**src/rtl/ultrasonic_ranger_if.sv**
```systemverilog
// Sensor-side and display-side signals of the ultrasonic ranger.
// The ranger uses the master modport; the sensor/display side uses slave.
interface ultrasonic_ranger_if;
  logic        echo;
  logic        trigger;
  logic [31:0] distance;
  logic        valid;
  logic        timeout;
  logic        busy;

  modport master (input echo, output trigger, distance, valid, timeout, busy);
  modport slave  (output echo, input trigger, distance, valid, timeout, busy);
endinterface

```
**src/rtl/ultrasonic_ranger.sv**
```systemverilog
// HC-SR04-style ranger: periodic trigger, echo width measured in whole cm, timeout flag.
// Define AVG4_EN to publish a 4-sample moving average instead of the raw result.
module ultrasonic_ranger #(
  parameter int unsigned CLK_FREQ_HZ = 50_000_000,
  parameter int unsigned TRIG_US     = 10,
  parameter int unsigned PERIOD_US   = 60_000,
  parameter int unsigned TIMEOUT_US  = 25_000,
  parameter int unsigned US_PER_CM   = 58,
  parameter int unsigned MAX_CM      = 999
) (
  input  logic                clock,
  input  logic                reset_n,
  ultrasonic_ranger_if.master bus
);
  localparam int unsigned CYC_US     = CLK_FREQ_HZ / 1_000_000;
  localparam logic [31:0] TRIG_LAST  = 32'(TRIG_US * CYC_US - 1);
  localparam logic [31:0] PER_LAST   = 32'(PERIOD_US * CYC_US - 1);
  localparam logic [31:0] TO_LAST    = 32'(TIMEOUT_US * CYC_US - 1);
  localparam logic [31:0] CM_LAST    = 32'(US_PER_CM * CYC_US - 1);
  localparam logic [31:0] CM_MAX     = 32'(MAX_CM);

  typedef enum logic [1:0] {IDLE, TRIG, WAIT_RISE, MEASURE} state_t;

  state_t      state, state_nxt;
  logic        echo_s1, echo_s2, echo_prev;
  logic        rise, fall;
  logic [31:0] period_cnt, timer, pre, cm, cm_nxt;
  logic        started, period_wrap, pre_wrap;
  logic        go_trig, start_meas, accept, tmo;
  logic [31:0] distance_r;
  logic        valid_r, timeout_r;

  assign rise        = echo_s2 & ~echo_prev;
  assign fall        = ~echo_s2 & echo_prev;
  assign period_wrap = (period_cnt == PER_LAST);
  assign pre_wrap    = (pre == CM_LAST);
  // The current MEASURE cycle is counted too, so a fall publishes the updated count.
  assign cm_nxt      = !pre_wrap ? cm : (cm == CM_MAX) ? cm : cm + 32'd1;

  always_comb begin
    state_nxt  = state;
    go_trig    = 1'b0;
    start_meas = 1'b0;
    accept     = 1'b0;
    tmo        = 1'b0;
    case (state)
      IDLE: if (!started || period_wrap) begin
        state_nxt = TRIG;
        go_trig   = 1'b1;
      end
      TRIG: if (timer == TRIG_LAST) state_nxt = WAIT_RISE;
      WAIT_RISE: if (rise) begin
        state_nxt  = MEASURE;
        start_meas = 1'b1;
      end else if (timer == TO_LAST) begin
        state_nxt = IDLE;
        tmo       = 1'b1;
      end
      MEASURE: if (fall) begin
        state_nxt = IDLE;
        accept    = 1'b1;
      end else if (timer == TO_LAST) begin
        state_nxt = IDLE;
        tmo       = 1'b1;
      end
      default: state_nxt = IDLE;
    endcase
  end

  always_ff @(posedge clock or negedge reset_n) begin
    if (!reset_n) begin
      state      <= IDLE;
      echo_s1    <= 1'b0;
      echo_s2    <= 1'b0;
      echo_prev  <= 1'b0;
      period_cnt <= '0;
      timer      <= '0;
      pre        <= '0;
      cm         <= '0;
      started    <= 1'b0;
      valid_r    <= 1'b0;
      timeout_r  <= 1'b0;
    end else begin
      state     <= state_nxt;
      echo_s1   <= bus.echo;
      echo_s2   <= echo_s1;
      echo_prev <= echo_s2;
      valid_r   <= accept;
      if (go_trig) started <= 1'b1;
      period_cnt <= (go_trig || period_wrap) ? '0 : period_cnt + 32'd1;
      timer      <= (state_nxt != state || state == IDLE) ? '0 : timer + 32'd1;
      if (start_meas) begin
        pre <= '0;
        cm  <= '0;
      end else if (state == MEASURE) begin
        pre <= pre_wrap ? '0 : pre + 32'd1;
        cm  <= cm_nxt;
      end
      if (tmo)         timeout_r <= 1'b1;
      else if (accept) timeout_r <= 1'b0;
    end
  end

`ifdef AVG4_EN
  logic [31:0] hist [4];
  logic        filled;
  logic [31:0] avg_sum;

  // Oldest entry drops out; the new raw sample joins the three newest.
  assign avg_sum = cm_nxt + hist[0] + hist[1] + hist[2];

  always_ff @(posedge clock or negedge reset_n) begin
    if (!reset_n) begin
      for (int i = 0; i < 4; i++) hist[i] <= '0;
      filled     <= 1'b0;
      distance_r <= '0;
    end else if (accept) begin
      filled <= 1'b1;
      if (!filled) begin
        for (int i = 0; i < 4; i++) hist[i] <= cm_nxt;
        distance_r <= cm_nxt;
      end else begin
        hist[0]    <= cm_nxt;
        hist[1]    <= hist[0];
        hist[2]    <= hist[1];
        hist[3]    <= hist[2];
        distance_r <= avg_sum >> 2;
      end
    end
  end
`else
  always_ff @(posedge clock or negedge reset_n) begin
    if (!reset_n)    distance_r <= '0;
    else if (accept) distance_r <= cm_nxt;
  end
`endif

  assign bus.trigger  = (state == TRIG);
  assign bus.busy     = (state != IDLE);
  assign bus.distance = distance_r;
  assign bus.valid    = valid_r;
  assign bus.timeout  = timeout_r;
endmodule

```
**src/flat_wrapper.sv**
```systemverilog
// flat-port wrapper written by rule: the top's interface ports become plain ports
module ultrasonic_ranger_flat 
#(
  parameter int unsigned CLK_FREQ_HZ = 50_000_000,
  parameter int unsigned TRIG_US     = 10,
  parameter int unsigned PERIOD_US   = 60_000,
  parameter int unsigned TIMEOUT_US  = 25_000,
  parameter int unsigned US_PER_CM   = 58,
  parameter int unsigned MAX_CM      = 999
)
  (clock, reset_n, bus_echo, bus_trigger, bus_distance, bus_valid, bus_timeout, bus_busy);
  ultrasonic_ranger_if bus_i ();
  input  logic clock;
  input  logic reset_n;
  input wire logic [$bits(bus_i.echo)-1:0] bus_echo;
  output wire logic [$bits(bus_i.trigger)-1:0] bus_trigger;
  output wire logic [$bits(bus_i.distance)-1:0] bus_distance;
  output wire logic [$bits(bus_i.valid)-1:0] bus_valid;
  output wire logic [$bits(bus_i.timeout)-1:0] bus_timeout;
  output wire logic [$bits(bus_i.busy)-1:0] bus_busy;
  assign bus_i.echo = bus_echo;
  assign bus_trigger = bus_i.trigger;
  assign bus_distance = bus_i.distance;
  assign bus_valid = bus_i.valid;
  assign bus_timeout = bus_i.timeout;
  assign bus_busy = bus_i.busy;
  ultrasonic_ranger #(.CLK_FREQ_HZ(CLK_FREQ_HZ), .TRIG_US(TRIG_US), .PERIOD_US(PERIOD_US), .TIMEOUT_US(TIMEOUT_US), .US_PER_CM(US_PER_CM), .MAX_CM(MAX_CM)) u_core (.clock(clock), .reset_n(reset_n), .bus(bus_i));
endmodule
```
**config.mk**
```make
export PLATFORM = sky130hd
export DESIGN_NAME = ultrasonic_ranger_flat
export DESIGN_NICKNAME = d
export VERILOG_FILES = /design/src/rtl/ultrasonic_ranger_if.sv /design/src/rtl/ultrasonic_ranger.sv /design/src/flat_wrapper.sv
export SDC_FILE = /design/constraint.sdc
export NUM_CORES = 1
export LEC_CHECK = 0
export BUFFER_PORTS_ARGS = -buffer_cell sky130_fd_sc_hd__buf_2
export CAP_MARGIN = 20
export CORE_AREA = 4 4 143 145
export DETAILED_ROUTE_END_ITERATION = 12
export DIE_AREA = 0 0 147 149
export PLACE_DENSITY_LB_ADDON = 0.12
export SLEW_MARGIN = 20
export SYNTH_ARGS = -nofsm -noshare
export SYNTH_HDL_FRONTEND = slang
export SYNTH_SLANG_ARGS = --single-unit
```
**constraint.sdc**
```tcl
create_clock -name clock -period 6.6 [get_ports clock]
set_input_delay 0 -clock clock [delete_from_list [all_inputs] [get_ports clock]]
set_output_delay 0 -clock clock [all_outputs]
set_load 0.005 [all_outputs]
```
-- Word level (Yosys, flattened, before mapping)
Index checks and enable logic that the tools add are counted.
- $add $sub $neg: 4
- equal/unequal tests: 9
- muxes and demuxes: 27
- bitwise gates (word level): 4
- reduce and logical (&&, ||, !) cells: 8
- operators by type and width (cell ; count):
    32-bit 2-to-1 mux ; 9
    32-bit by 1-bit adder with 32-bit output (second input constant) ; 4
    32-bit by 10-bit == test with 1-bit output (second input constant) ; 1
    32-bit by 12-bit == test with 1-bit output (second input constant) ; 1
    32-bit by 21-bit == test with 1-bit output (second input constant) ; 1
    32-bit by 22-bit == test with 1-bit output (second input constant) ; 1
    32-bit by 9-bit == test with 1-bit output (second input constant) ; 1
    1-bit 2-to-1 mux ; 11
    2-bit 2-to-1 mux ; 5
    2-bit one-hot mux with 4 select lines ; 1
    2-bit nonzero test ; 3
    2-bit == test (second input constant) ; 2
    1-bit logical OR ; 3
    1-bit bitwise AND ; 2
    2-bit by 1-bit == test with 1-bit output (second input constant) ; 1
    2-bit logical NOT ; 1
    2-bit inequality test ; 1
    1-bit NOT ; 2
    1-bit one-hot mux with 2 select lines ; 1
    1-bit logical NOT ; 1
- register bits: 168
- bits of input ports: 3
- output and inout bits: 36
- logic and storage cells: 64

-- Longest topological paths before layout
Gate-level depths: netlist of run 1.
- word-level depth: 7
- mapped depth: 9
- depth with buffers taken out: 6

-- Worst setup path before layout of run 1
Ideal clock, no wire load.
- kind: register to register
- from: reg u_core.timer[28]
- to: reg u_core.timer[21]
- setup time: 0.142 ns
- data arrival time: 2.453 ns
- data required time: 6.458 ns
- setup slack: 4.005 ns
- stages on the path, launching flop included: 7
- path buffers: 1
- clock period less this slack: 2.595 ns
- cells stage by stage: dfrtp_1 -> or4_1 -> or4_4 -> or3b_4 -> a221oi_4 -> buf_6 -> nor3_2
- cells in the longest elaborated chain, start to end: 7
- elaborated cells on any way between the ends: 10
- classes of those cells: eq/ne: 3; mux: 6; reduce/logical: 1
- RTL lines (element ; RTL line ; RTL):
    start: declaration ; ultrasonic_ranger.sv:27 ; logic [31:0] period_cnt, timer, pre, cm, cm_nxt;
    start signal: assignment ; ultrasonic_ranger.sv:91 ; timer <= (state_nxt != state || state == IDLE) ? '0 : timer + 32'd1;
    32-bit by 21-bit == test with 1-bit output ; ultrasonic_ranger.sv:55, ultrasonic_ranger.sv:62 ;
    2-bit 2-to-1 mux ; ultrasonic_ranger.sv:55, ultrasonic_ranger.sv:62 ;
    2-bit 2-to-1 mux (on tied branches) ; ultrasonic_ranger.sv:59, ultrasonic_ranger.sv:52 ;
    2-bit one-hot mux with 4 select lines * ; ultrasonic_ranger.sv:46 ; case (state)
    2-bit inequality test * ; ultrasonic_ranger.sv:91 ;
    1-bit logical OR * ; ultrasonic_ranger.sv:91 ;
    32-bit 2-to-1 mux * ; ultrasonic_ranger.sv:91 ;
Mark *: on every way between the ends. The rest lies on a longest branch, timed or not.
A chain may end at the register's enable or synchronous reset.

-- Final worst setup path of run 1
- from: reg u_core.pre[2]
- to: reg u_core.cm[30]
- cells in the longest elaborated chain, start to end: 4
- RTL lines (element ; RTL line ; RTL):
    start: declaration ; ultrasonic_ranger.sv:27 ;
    start signal: assignment ; ultrasonic_ranger.sv:96 ; pre <= pre_wrap ? '0 : pre + 32'd1;
    32-bit by 12-bit == test with 1-bit output ; ultrasonic_ranger.sv:36 ; assign pre_wrap = (pre == CM_LAST);
    32-bit 2-to-1 mux ; ultrasonic_ranger.sv:38 ; assign cm_nxt = !pre_wrap ? cm : (cm == CM_MAX) ? cm : cm + 32'd1;
    32-bit 2-to-1 mux ; ultrasonic_ranger.sv:95 ; end else if (state == MEASURE) begin
    32-bit 2-to-1 mux ; ultrasonic_ranger.sv:92 ; if (start_meas) begin
    end signal: assignment ; ultrasonic_ranger.sv:97 ; cm <= cm_nxt;
    end: declaration ; ultrasonic_ranger.sv:27 ;
No other way between the ends. The select of a mux whose other input is x is not followed.

==> results.tsv, run 1 <==
stage	metric	value	unit
yosys	yosysMostFrequentCell	dfrtp_1	
setup_path	path_buf_inv	0	
timing	hold_violations	0	
grt	grt_overflow_total	0	
yosys	syn_area	9410	µm²
timing	skew	0.00925	ns
clock_network	cts_root_buffer	clkbuf_16	
clock_network	clk_pin_slew	0.07	ns
setup_path	required	6.92	ns
yosys	yosys_warnings	0	
yosys	syn-num-nets	1048	
power	ir_worst_vdd	172	µV
clock_network	cts.path.max_buffers	2	
floorplanning	core-area	19200	µm²
yosys	syn_area_per_cell	9.04	µm²
timing	rsz0062_at_grt	false	
yosys	synthArstFlopShare	100	%
placement	gp_congestion	0.884	
setup_path	slowest_delay	1.11	ns
drt	wl_per_cell	17.1	µm
yosys	synth_xor_area_share	7.63	%
setup_path	reg2regPathDepth	5	
timing	setup_violations	0	
timing	worst_pin_slew	1.03	ns
yosys	yosys.area.top_type	dfrtp_1	
yosys	yosysUniqueCellTypes	62	
yosys	syn_inst	1041	
yosys	synth-simple-area-share	30.6	%
yosys	synth-adder-area-share	0.532	%
yosys	synth_compound_area_share	11.8	%
grt	antenna_found_initial	0	
setup_path	critPathLaunchType	flip-flop	
floorplanning	fp.dieH	149	µm
setup_path	critical_path_class	reg -> reg	
floorplanning	rows	51	
setup_path	r2r_setup_slack	3.28	ns
yosys	synth_top_family_by_area	simple AND/OR/NAND/NOR gates	
setup_path	crit_path_end_kind	flip-flop	
drt	post-route-drc-count	0	
grt	grt_pass1_vias	7361	
run	drv_cap	0	
drt	num_vias	7819	
yosys	synth_mux_area_share	0.744	%
placement	port_buffers	38	
clock_network	worstSkewPairLatency	0.42	ns
worst_hold_path	hold_class	in -> reg	
setup_path	arrival	3.64	ns
clock_network	cts_sinks	168	
drt	drtIter0Drc	466	
drt	wirelength	22700	µm
yosys	netlist_top_cells_area	dfrtp_1 45%, xnor2_1 5.3%, nand2_1 4.0%, nor4_1 3.7%, nor2_1 3.5%	
placement	hpwl	14800	µm
timing	setup_ws	3.28	ns
grt	grt_max_degree	100	
power	p_leak	4.33	nW
yosys	synth.top_cell.area_share	44.7	%
clock_network	cts_buffers	17	
placement	preCtsSetupSlack	3.41	ns
cells_and_area	fin_util	54.1	%
timing	fmax	301	MHz
cells_and_area	syn_to_final_growth	10.5	%
yosys	synth-edff-count	0	
clock_network	cts_resized	0	
timing	drv_slew	0	
setup_path	path_cells	nor4_1 -> nand4_1 -> nor4_1 -> nand4_1 -> a21o_1	
timing	fin_crit_sh	50.3	%
yosys	netlist_top_cells_count	168 x dfrtp_1, 100 x nand2_1, 87 x nor2_1	
setup_path	cp_slowest_cell	nor4_1	
yosys	synth-main-ff-cell	dfrtp_1	
clock_network	cts_tree	done	
yosys	seq_area_frac_synth	44.7	%
timing	setup_tns	0	ns
timing	fin_crit	3.32	ns
cells_and_area	drive_gt1_share	11.6	%
setup_path	cp-startpoint	u_core.pre[2]	
floorplanning	io_pins	39	
setup_path	crit_family	simple AND/OR/NAND/NOR gates	
cells_and_area	fin_nets	1054	
cells_and_area	n_antenna_cell	0	
grt	grt_first_pass_wirelength	38700	µm
grt	grt_usage	21.4	%
setup_path	path_depth	5	
setup_path	r2r_end	u_core.cm[30]	
power	power.density	199	nW/µm²
floorplanning	start_util	49.0	%
setup_path	r2r-start	u_core.pre[2]	
floorplanning	dieArea	21900	µm²
clock_network	htree_levels	4	
floorplanning	fp.dieW	147	µm
drt	first_pass_iters	5	
setup_path	crit_fanout	17	
drt	via_per_inst	5.91	
setup_path	crit_path_end	u_core.cm[30]	
yosys	ys_ff_latch	168	
run_status	status	completed	
drt	ant_nets	0	
timing	slew_headroom	30.4	%
[worst min path at each step]
| stage | start | endpoint | cells past startpoint |
|---|---|---|---|
| 2_1_floorplan | reset_n | u_core.bus.distance[0] | 0 |
| 3_3_place_gp | bus_echo | u_core.echo_s1 | 1 |
| 3_5_place_dp | bus_echo | u_core.echo_s1 | 1 |
| 4_1_cts | bus_echo | u_core.echo_s1 | 2 |
| 5_1_grt | bus_echo | u_core.echo_s1 | 2 |
| 6_report | bus_echo | u_core.echo_s1 | 2 |
[layer usage]
layer / wire (µm) / GRT usage [%] / vias up
li1: - / - / 3823
met1: 11100 / 31.6 / 3818
met2: 10400 / 32.5 / 154
met3: 988 / 3.98 / 24
met4: 258 / 5.55 / 0
met5: 0 / 0 / -
[cells by family after synthesis]
logic type	Yosys count
multiplexers	7
XOR/XNOR	82
AND/OR/NAND/NOR	518
AO/OA/AOI/OAI	168
adder cells (fa/ha/maj)	4
flip-flops	168
buffers and inverters	94
[final cells by class]
type | count | area, µm²
Fill cell | 1770 | 8810
Multi-Input combinational cell | 779 | 4860
Sequential cell | 168 | 4200
Clock buffer | 21 | 470
Tap cell | 265 | 332
Timing Repair Buffer | 52 | 307
Clock inverter | 10 | 120
Inverter | 29 | 109
[flip-flops by register name, indices dropped and copies added (netlist names)]
register / flops
u_core.bus.valid: 1
u_core.cm: 32
u_core.timer: 32
u_core.bus.timeout: 1
u_core.echo_s1: 1
u_core.started: 1
u_core.state: 2
u_core.period_cnt: 32
u_core.echo_s2: 1
u_core.bus.distance: 32
u_core.echo_prev: 1
u_core.pre: 32
[power breakdown]
part	switching, mW	leakage (nW)	internal, mW
clock	0.423	0.286	0.588
combinational	0.0216	1.73	0.00280
sequential	0.000378	2.31	1.03
[cells in the final DEF (no fill, tap or decap), drive strengths merged, types with 4 or more instances in the layout]
| cell | n |
|---|---|
| a41oi | 4 |
| or4 | 23 |
| nor4 | 55 |
| buf | 50 |
| nand3 | 65 |
| and4 | 18 |
| o31ai | 7 |
| nor2 | 87 |
| dfrtp | 168 |
| and3 | 14 |
| nand2 | 100 |
| a31oi | 27 |
| clkbuf | 21 |
| ha | 4 |
| clkinv | 5 |
| nor4b | 5 |
| a22o | 8 |
| mux2i | 7 |
| inv | 30 |
| o211ai | 7 |
| or3 | 14 |
| a21o | 13 |
| nand4 | 41 |
| nand2b | 10 |
| xnor2 | 57 |
| xor2 | 25 |
| nor3 | 63 |
| o21ai | 54 |
| and2 | 11 |
| a21oi | 24 |
[through the flow]
stage	hold WS [ns]	total power, mW	cells	area (µm²)
floorplan	-0.296	1.05	1041	9410
global placement	0.109	1.08	1291	9790
detailed placement	0.111	1.08	1291	9790
CTS	0.200	2.09	1324	10400
global route	0.225	2.14	1324	10400
finish	0.218	2.07	1324	10400
[repair_timing]
| item | 4_1_cts | 5_1_grt |
|---|---|---|
| buffers inserted | 0 | 0 |
| hold endpoints to repair | 99 | 0 |
| hold buffers | 2 | 0 |
Note: power is estimated with default switching activity, not from simulation.
==> inputs of run 2 (changes only) <==
==> constraint.sdc (replaced) <==
create_clock -name clock -period 3 [get_ports clock]
set_input_delay 0 -clock clock [delete_from_list [all_inputs] [get_ports clock]]
set_output_delay 0 -clock clock [all_outputs]
set_load 0.005 [all_outputs]
==> run 2 against run 1 <==
Compared with the run above:
- critical endpoint is now u_core.timer[7]
- first-iteration DRC count rose by 18%
- largest power group unchanged
- hold slack got worse by 0.0088 ns
- global-route usage barely moved
- wire length rose by 0.19%
- total power rose by 120%
- via count rose by 1.6%
- maximum frequency rose by 23%
- sequential share of layout area fell by 0.58 points
- clock skew rose by 0.0015 ns
- cell area rose by 1.4%
- critical path depth rose by 1
==> results.tsv, run 2 (synthesized netlist as in run 1, its figures left out) <==
stage	metric	value	unit
timing	setup_tns	0	ns
floorplanning	io_pins	39	
drt	via_per_inst	5.92	
power	ir_worst_vdd	412	µV
setup_path	required	3.30	ns
clock_network	clk_pin_slew	0.07	ns
cells_and_area	final_area	10600	µm²
timing	fin_crit	2.70	ns
run	drv_cap	0	
power	fin_total_pwr	4.54	mW
worst_hold_path	hold_class	in -> reg	
timing	rsz0062_at_grt	false	
drt	first_pass_iters	5	
floorplanning	rows	51	
drt	wl_per_cell	16.9	µm
floorplanning	dieArea	21900	µm²
cells_and_area	fin_util	54.9	%
timing	setup_violations	0	
floorplanning	fp.dieW	147	µm
clock_network	cts_sinks	168	
drt	wirelength	22700	µm
clock_network	cts_buffers	17	
timing	fmax	370	MHz
cells_and_area	fin_nets	1070	
setup_path	arrival	3.01	ns
floorplanning	core-area	19200	µm²
floorplanning	start_util	49.0	%
grt	antenna_found_initial	0	
timing	skew	0.0108	ns
drt	num_vias	7942	
placement	placed_cells	1307	
cells_and_area	drive_gt1_share	13.0	%
placement	gp_congestion	0.852	
setup_path	critical_path_class	reg -> reg	
grt	grt_max_degree	169	
timing	setup_ws	0.296	ns
setup_path	crit_fanout	32	
power	p_leak	4.43	nW
setup_path	critPathLaunchType	flip-flop	
timing	fin_crit_sh	90.1	%
grt	grt_pass1_vias	7584	
cells_and_area	register_area	4200	µm²
clock_network	htree_levels	4	
placement	port_buffers	38	
timing	hold_violations	0	
cells_and_area	syn_to_final_growth	12.1	%
floorplanning	fp.dieH	149	µm
clock_network	cts_tree	done	
placement	preCtsSetupSlack	0.291	ns
grt	grt_overflow_total	0	
timing	worst_pin_slew	0.919	ns
cells_and_area	n_antenna_cell	0	
clock_network	post_cts_buffers	0	
timing	holdWs	0.209	ns
cells_and_area	final_cell_count_no_fill	1341	
drt	ant_nets	0	
run_status	status	completed	
grt	grt_usage	21.4	%
drt	drtIter0Drc	550	
timing	drv_slew	0	
cells_and_area	layout_commonest_cell	dfrtp_1	
cells_and_area	multiInputGateArea	4850	µm²
clock_network	hold_buffers	2	
clock_network	worstSkewPairLatency	0.43	ns
cells_and_area	layout_common_cells	168 x dfrtp_1, 100 x nand2_1, 87 x nor2_1	
setup_path	crit_path_end_kind	flip-flop	
clock_network	cts.path.max_buffers	2	
timing	slew_headroom	38.7	%
drt	post-route-drc-count	0	
placement	placedInstanceArea	9940	µm²
clock_network	cts_root_buffer	clkbuf_16	
grt	grt_first_pass_wirelength	38700	µm
placement	hpwl	14800	µm
power	power.density	430	nW/µm²
clock_network	cts_resized	0	
cells_and_area	fillCellCount	1740	
run 2: changes by cell type in the layout (fill, tap and decap cells not counted), sizes merged:
cell	delta
clkbuf	-2
clkinvlp	-2
inv	+6
buf	+16
bufinv	-1
run 2: area by class of cell:
class                   instances  share of cell area, %
clock buffers                  19                   4.29
multi-input cells             779                   46.0
inverters                      29                   1.03
clock inverters                13                   1.27
repair buffers                 68                   4.40
flip-flops and latches        168                   39.8
well taps                     265                   3.14
run 2: path summary, 6_finish.rpt:
path,startpoint,endpoint,slack [ns],cells past startpoint
setup / recovery,u_core.timer[28],u_core.timer[7],0.30,6
min in group asynchronous,reset_n,u_core.pre[1],0.30,3
max in group asynchronous,reset_n,u_core.timer[24],2.04,3
setup reg to reg,u_core.timer[28],u_core.timer[7],0.30,6
hold reg to reg,u_core.echo_s1,u_core.echo_s2,0.35,0
hold / removal,bus_echo,u_core.echo_s1,0.21,2
run 2: metal layers:
layer  GRT usage (%)  part of all wire (%)
met5               0                     0
met4            5.73                   1.3
met3            3.56                   4.5
met2            33.6                    46
met1            30.9                    48
run 2: report_power, final:
part / total (mW) / internal (mW) / switching [mW]
Clock: 2.22 / 1.21 / 1.00
Combinational: 0.0556 / 0.00807 / 0.0475
Sequential: 2.27 / 2.27 / 0.000825
run 2: critical path: stages (launching register included):
cell,delay [ns]
dfrtp_1,0.42
or4_1,0.56
or4_4,0.56
or3b_4,0.40
a221oi_4,0.27
buf_12,0.26
nor3_1,0.09
==> inputs of run 3 (changes only) <==
--- a/config.mk
+++ b/config.mk
@@ -7,9 +7,9 @@
 export LEC_CHECK = 0
 export BUFFER_PORTS_ARGS = -buffer_cell sky130_fd_sc_hd__buf_2
 export CAP_MARGIN = 20
-export CORE_AREA = 4 4 143 145
+export CORE_AREA = 4 4 135 137
 export DETAILED_ROUTE_END_ITERATION = 12
-export DIE_AREA = 0 0 147 149
+export DIE_AREA = 0 0 139 141
 export PLACE_DENSITY_LB_ADDON = 0.12
 export SLEW_MARGIN = 20
 export SYNTH_ARGS = -nofsm -noshare
==> run 3 against run 2 <==
Compared with the run above:
- utilization rose by 6.8 points
- hold slack worse by 0.057 ns
- sequential power about the same
- cell area fell by 0.21%
- total power increased by 2.3%
- combinational power rose by 6.1%
- clock-buffer cell count down 1
- clock power rose by 5%
- final cell count is 3.0% lower
- critical endpoint unchanged
- critical path type unchanged
- via count grew 0.74%
- sequential cell count is the same
- maximum frequency decreased by 3.5%
==> results.tsv, run 3 (synthesized netlist as in run 1, its figures left out) <==
stage	metric	value	unit
setup_path	r2r_setup_slack	0.20	ns
timing	worst_pin_slew	0.813	ns
cells_and_area	final_cell_count_no_fill	1301	
grt	antenna_found_initial	0	
grt	grt_overflow_total	0	
timing	rsz0062_at_grt	false	
setup_path	r2r-start	u_core.timer[28]	
drt	ant_nets	0	
timing	slew_headroom	44.9	%
drt	num_vias	8001	
grt	grt_pass1_vias	7447	
drt	first_pass_iters	5	
placement	hpwl	15000	µm
drt	wl_per_cell	17.5	µm
run	drv_cap	0	
timing	setup_ws	0.198	ns
clock_network	cts_resized	0	
timing	hold_violations	0	
placement	placed_cells	1267	
floorplanning	fp.dieH	141	µm
floorplanning	dieArea	19600	µm²
timing	fin_crit	2.80	ns
floorplanning	fp.dieW	139	µm
timing	setup_violations	0	
power	power.density	441	nW/µm²
floorplanning	rows	48	
floorplanning	io_pins	39	
cells_and_area	layout_common_cells	168 x dfrtp_1, 100 x nand2_1, 87 x nor2_1	
cells_and_area	layout_commonest_cell	dfrtp_1	
clock_network	cts_sinks	168	
setup_path	crit_fanout	32	
clock_network	cts.path.max_buffers	2	
setup_path	crit_path_end_kind	flip-flop	
clock_network	worstSkewPairLatency	0.43	ns
cells_and_area	fin_nets	1070	
setup_path	critPathLaunchType	flip-flop	
clock_network	cts_root_buffer	clkbuf_16	
placement	port_buffers	38	
timing	drv_slew	0	
clock_network	cts_tree	done	
floorplanning	start_util	55.2	%
setup_path	r2r_end	u_core.timer[7]	
drt	via_per_inst	6.15	
cells_and_area	drive_gt1_share	12.9	%
cells_and_area	syn_to_final_growth	11.8	%
run_status	status	completed	
placement	gp_congestion	0.846	
cells_and_area	register_area	4200	µm²
grt	grt_usage	23.6	%
grt	grt_first_pass_wirelength	38400	µm
cells_and_area	multiInputGateArea	4850	µm²
floorplanning	core-area	17100	µm²
clock_network	htree_levels	4	
setup_path	arrival	3.09	ns
timing	fmax	357	MHz
power	p_leak	4.43	nW
setup_path	required	3.29	ns
timing	setup_tns	0	ns
worst_hold_path	hold_class	in -> async	
timing	skew	0.0113	ns
timing	fin_crit_sh	93.4	%
drt	drtIter0Drc	581	
drt	wirelength	22800	µm
setup_path	reg2regPathDepth	6	
cells_and_area	fillCellCount	1504	
setup_path	critical_path_class	reg -> reg	
drt	post-route-drc-count	0	
grt	grt_max_degree	73	
clock_network	clk_pin_slew	0.07	ns
clock_network	cts_buffers	17	
power	ir_worst_vdd	527	µV
cells_and_area	n_antenna_cell	0	
placement	preCtsSetupSlack	0.215	ns
run 3: cell types whose count changed in the layout (fill, tap and decap cells not counted), sizes merged:
cell      before  now
clkbuf        19   18
clkinv         5    1
clkinvlp       0    3
bufinv         1    3
run 3: worst max-delay path, cell delays in order, from the launching register on:
cell,delay [ns]
dfrtp_1,0.43
or4_1,0.59
or4_4,0.57
or3b_4,0.41
a221oi_4,0.28
buf_12,0.27
nor3_1,0.09
run 3: power by group:
group | switching, mW | total [mW] | internal [mW]
Combinational | 0.0482 | 0.0590 | 0.0107
Clock | 0.985 | 2.32 | 1.33
Sequential | 0.000884 | 2.27 | 2.27
run 3: through the flow:
| step | utilization [%] | hold slack (ns) | area [µm²] | power [mW] |
|---|---|---|---|---|
| floorplan | - | -0.296 | 9410 | 2.31 |
| global placement | 58.0 | 0.0624 | 9890 | 2.37 |
| detailed placement | 58.0 | 0.0696 | 9890 | 2.37 |
| CTS | 61.7 | 0.191 | 10500 | 4.69 |
| global route | 61.7 | 0.212 | 10500 | 4.80 |
| finish | 61.7 | 0.152 | 10500 | 4.64 |
run 3: final cells by class:
| class | instances | area share, % |
|---|---|---|
| clock buffer | 18 | 4.08 |
| clock inverter | 14 | 1.76 |
| inverter | 29 | 1.03 |
| multi-input combinational | 779 | 46.1 |
| sequential | 168 | 39.9 |
| tap | 225 | 2.67 |
| timing repair buffer | 68 | 4.41 |
run 3: worst max-delay path by stage:
stage                                start          endpoint  slack [ns]  cells past startpoint
after floorplan           u_core.timer[28]  u_core.timer[21]        0.40                      6
after CTS                 u_core.timer[28]   u_core.timer[7]        0.20                      6
after global routing      u_core.timer[28]   u_core.timer[7]        0.13                      6
after global placement    u_core.timer[28]  u_core.timer[10]        0.28                      6
after detailed placement  u_core.timer[28]   u_core.timer[7]        0.21                      6
final                     u_core.timer[28]   u_core.timer[7]        0.20                      6
run 3: timing repair:
item | in CTS | in global routing
buffers inserted | 0 | 0
hold buffers | 2 | 0
endpoints found under the hold margin | 71 | 0
run 3: layer usage:
metal	vias to the layer above	wire (µm)	track usage, %
li1	3870	-	-
met1	3914	10500	33.4
met2	196	10900	37.2
met3	21	1140	5.19
met4	0	280	5.87
met5	-	0	0
